**config.mk**
```make
export PLATFORM = sky130hd
export DESIGN_NAME = wr_ptr_ctrl
export DESIGN_NICKNAME = d
export VERILOG_FILES = /design/src/rtl/wr_ptr_ctrl.sv
export SDC_FILE = /design/constraint.sdc
export NUM_CORES = 1
export LEC_CHECK = 0
export CAP_MARGIN = 10
export CORE_AREA = 4 4 63 65
export DETAILED_ROUTE_END_ITERATION = 8
export DIE_AREA = 0 0 67 69
export SETUP_SLACK_MARGIN = 0.3
export SKIP_CTS_REPAIR_TIMING = 1
export SYNTH_ARGS = -nofsm -noshare
export SYNTH_HDL_FRONTEND = slang
export SYNTH_SLANG_ARGS = --single-unit
```
**constraint.sdc**
```tcl
create_clock -name clk -period 4.3 [get_ports clk]
set_input_delay 0.645 -clock clk [delete_from_list [all_inputs] [get_ports clk]]
set_output_delay 0.645 -clock clk [all_outputs]
set_load 0.01 [all_outputs]
```
**src/rtl/wr_ptr_ctrl.sv**
```systemverilog
// wr_ptr_ctrl: FIFO write-side pointer controller (binary/Gray pointers, full, level, almost_full, overflow)
//   clk, rst              : single clock, synchronous active-high reset
//   Enable                : producer write request
//   rd_ptr_gray_sync      : read pointer (Gray), already synchronised into clk
//   wr_accept             : combinational memory write strobe (Enable && !full)
//   address               : memory write address (low bits of wr_ptr_bin)
//   wr_ptr_bin/wr_ptr_gray: registered write pointer, binary and Gray, with wrap bit
//   full, level           : registered full flag and fill count 0..2**Addr_width
//   almost_full           : registered level >= AFULL_THRESH (only with WR_PTR_ALMOST_FULL_EN, else 0)
//   overflow              : sticky flag, write requested while full
// Optional feature macro: WR_PTR_ALMOST_FULL_EN
module wr_ptr_ctrl #(
    parameter int Addr_width   = 5,
    parameter int AFULL_THRESH = 28
) (
    input  logic                  clk,
    input  logic                  rst,
    input  logic                  Enable,
    input  logic [Addr_width:0]   rd_ptr_gray_sync,
    output logic                  wr_accept,
    output logic [Addr_width-1:0] address,
    output logic [Addr_width:0]   wr_ptr_bin,
    output logic [Addr_width:0]   wr_ptr_gray,
    output logic                  full,
    output logic [Addr_width:0]   level,
    output logic                  almost_full,
    output logic                  overflow
);
    if (Addr_width < 2 || Addr_width > 12) begin : g_bad_aw
        $error("wr_ptr_ctrl: Addr_width out of range 2..12");
    end
    if (AFULL_THRESH < 1 || AFULL_THRESH > 2**Addr_width) begin : g_bad_th
        $error("wr_ptr_ctrl: AFULL_THRESH out of range 1..2**Addr_width");
    end
    logic [Addr_width:0] rd_bin, bin_next, gray_next, level_next;
    logic                full_next;
    assign wr_accept = Enable && !full;
    assign address   = wr_ptr_bin[Addr_width-1:0];
    always_comb begin
        rd_bin = '0;
        // Gray to binary: each bit is the XOR of itself and every higher Gray bit
        for (int i = 0; i <= Addr_width; i++) rd_bin[i] = ^(rd_ptr_gray_sync >> i);
        bin_next   = wr_ptr_bin + {{Addr_width{1'b0}}, wr_accept};
        gray_next  = bin_next ^ (bin_next >> 1);
        // In Gray space, "exactly one depth ahead" means the top two bits inverted
        full_next  = gray_next == {~rd_ptr_gray_sync[Addr_width:Addr_width-1], rd_ptr_gray_sync[Addr_width-2:0]};
        level_next = bin_next - rd_bin;
    end
    always_ff @(posedge clk) begin
        if (rst) begin
            wr_ptr_bin  <= '0;
            wr_ptr_gray <= '0;
            full        <= 1'b0;
            level       <= '0;
            overflow    <= 1'b0;
        end else begin
            wr_ptr_bin  <= bin_next;
            wr_ptr_gray <= gray_next;
            full        <= full_next;
            level       <= level_next;
            overflow    <= overflow | (Enable && full);
        end
    end
`ifdef WR_PTR_ALMOST_FULL_EN
    localparam int TW = Addr_width + 1;
    localparam logic [Addr_width:0] THRESH = TW'(AFULL_THRESH);
    always_ff @(posedge clk) begin
        almost_full <= rst ? 1'b0 : (level_next >= THRESH);
    end
`else
    assign almost_full = 1'b0;
`endif
endmodule
```
==> flow_metrics.tcl <==
set metrics [dict create \
    numPortBuffers 34 \
    fin_ws_ns 0.596 \
    clk_latency_ns 0.29 \
    setup_violations 0 \
    critPathMaxFanout 4 \
    cts-htree-levels 1 \
    fp.coreArea_um2 3340 \
    fin_crit_sh_pct 86.1 \
    rsz0062_at_grt "no" \
    synth_edf_count 0 \
    synth-warning-count 0 \
    dieArea_um2 4620 \
    grt_pass1_vias 900 \
    worst_setup_path_end_kind "register" \
    synthCells 120 \
    path_clk_slew_ns 0.11 \
    layout.cells.non_filler 196 \
    wl_per_cell_um 12.0 \
    synth_top_cell_by_area "dfxtp_1" \
    ys.flop_type "dfxtp_1" \
    worst_pin_slew_ns 0.709 \
    r2r_start "full" \
    synth_top_area_share_pct 33.2 \
    via_count 899 \
    fillers 333 \
    irDropWorstVdd_uv 90.6 \
    final_core_util_pct 45.9 \
    path_cells "clkdlybuf4s50_1 -> xor2_1 -> xnor2_1 -> xor2_1 -> xor2_2 -> xnor2_1 -> ha_1 -> inv_1 -> fa_1 -> a21oi_2 -> xor2_1 -> o221ai_1 -> mux2_2" \
    syn_to_final_growth_pct 33.4 \
    dpl_cell_area_um2 1490 \
    async_flop_share_pct 0 \
    placed_cells 192 \
    worstSetupStartpointType "input port" \
    clock_sinks 19 \
    hold_start "overflow" \
    initial_core_util_pct 34.4 \
    ant_nets 0 \
    whs_ns 0.498 \
    fmax_mhz 270 \
    dr.pass1.iters 4 \
    slowest_stage "clkdlybuf4s50_1" \
    drv_cap 0 \
    synthTopCellsByArea "dfxtp_1 (33%), xnor2_1 (11%), nor2_1 (6.2%)" \
    antenna_found_initial 0 \
    drt_iter0_markers 28 \
    grt_max_degree 21 \
    tns_ns 0 \
    cellPowerDensity_nw_per_um2 310 \
    die_h_um 69 \
    dieWidth_um 67 \
    min_period_ns 3.70 \
    drc 0 \
    skew_ns 0.00389 \
    hold_violations 0 \
    synth_common_cells "dfxtp_1 (19), nor2_1 (19), xnor2_1 (15)" \
    drt-vias-per-instance 4.59 \
    final_nets 166 \
    total_power_mw 0.474 \
    max_slew_margin_pct 52.6 \
    clockRootBuffer "clkbuf_4" \
    syn-cell-area_um2 1150 \
    regArea_um2 380 \
    seq_area_frac_synth_pct 33.2 \
    multiInputGateArea_um2 694 \
    rows 21 \
    startpoint "rd_ptr_gray_sync[5]" \
    min_path_type "register to register" \
    dp_hpwl_um 1890 \
    gp_congestion 0.831 \
    grtUsageTotal_pct 11.0 \
    routed_wl_um 2360 \
    worst-setup-path-type "input port to register" \
    drive_above_1_share_pct 10.0 \
    p_leak_nw 0.594 \
    cp_num_buf_inv 2 \
    path_common_cell "xor2_1" \
    overflow 0 \
    pre_cts_ws_ns 0.164 \
    crit_required_ns 4.49 \
    avgSynthCellArea_um2 9.56 \
    synth_nets 135 \
    tritoncts "done" \
    worst_path_largest_cell_delay_ns 0.58 \
    numCtsBuffers 3 \
    ys_types 31 \
    finalMaxSlewViolations 0 \
    ios 36 \
    status "finished clean" \
    synth_seq_cells 19 \
    finalInstanceArea_um2 1530 \
    diodes 0 \
    grt_first_pass_wirelength_um 4010 \
    crit_family "XOR/XNOR gates" \
    arrival_ns 3.90 \
    ctsLongestPathBuffers 2 \
]
[power breakdown]
group	total (mW)	switching (mW)	internal, mW
sequential	0.201	0.00640	0.195
clock	0.0907	0.0561	0.0346
combinational	0.182	0.0845	0.0971
[worst reg2reg max path, stage by stage (launching register included)]
cell and delay [ns]:
dfxtp_1 0.34, nor2b_1 0.18, ha_1 0.25, ha_1 0.24, xor2_1 0.08, buf_4 0.16
ha_1 0.35, nand2_1 0.08, o21ai_0 0.31, a221oi_1 0.13, nor3_1 0.26, mux2_2 0.36
[per-layer routing]
| layer | vias to the layer above | track usage (%) | wire (um) |
|---|---|---|---|
| met5 | - | 0 | 0 |
| met1 | 426 | 13.0 | 992 |
| met2 | 22 | 18.4 | 1210 |
| met3 | 2 | 1.79 | 127 |
| met4 | 0 | 5.86 | 27 |
| li1 | 449 | - | - |
[state kept, by name (all words and copies together), names as in the netlist]
register and count:
wr_ptr_bin 6, wr_ptr_gray 5, full 1, level 6
overflow 1
[path summary, 6_finish.rpt]
check,to,slack [ns],cells after the start
max,level[4],0.60,13
min,overflow,0.50,2
max reg2reg,level[5],1.46,11
min reg2reg,overflow,0.50,2
[area by class of cell]
cell class              count  area share [%]
multi-input cells          88            45.4
flip-flops and latches     19            24.9
repair buffers             37            23.7
well taps                  46            3.76
clock buffers               3            1.47
inverters                   2           0.491
clock inverters             1           0.327
[cells in the final DEF, fill, tap and decap left out, types with 2 or more instances in the layout]
| cell | synthesis | routed |
|---|---|---|
| xnor2_1 | 15 | 15 |
| nor2_1 | 19 | 19 |
| dfxtp_1 | 19 | 19 |
| xnor3_1 | 2 | 2 |
| nor3_1 | 3 | 3 |
| a21oi_1 | 4 | 3 |
| ha_1 | 5 | 5 |
| clkbuf_4 | 0 | 3 |
| inv_1 | 2 | 2 |
| o211ai_1 | 2 | 2 |
| nand3_1 | 2 | 2 |
| xor2_1 | 8 | 7 |
| nor2b_1 | 6 | 6 |
| nand2_1 | 7 | 7 |
| buf_4 | 7 | 3 |
| clkdlybuf4s50_1 | 0 | 34 |
| mux2_2 | 2 | 2 |
[cells by family after synthesis]
logic type      count (synthesis)  share of synthesized area [%]
fa+ha+maj                       6                           7.20
compound gates                 12                           7.85
simple gates                   40                           15.9
mux                             2                           1.96
other cells                     1                          0.327
flops                          19                           33.2
xor+xnor                       27                           26.3
buf+inv                        13                           7.31
(Power assumes the default switching activity.)
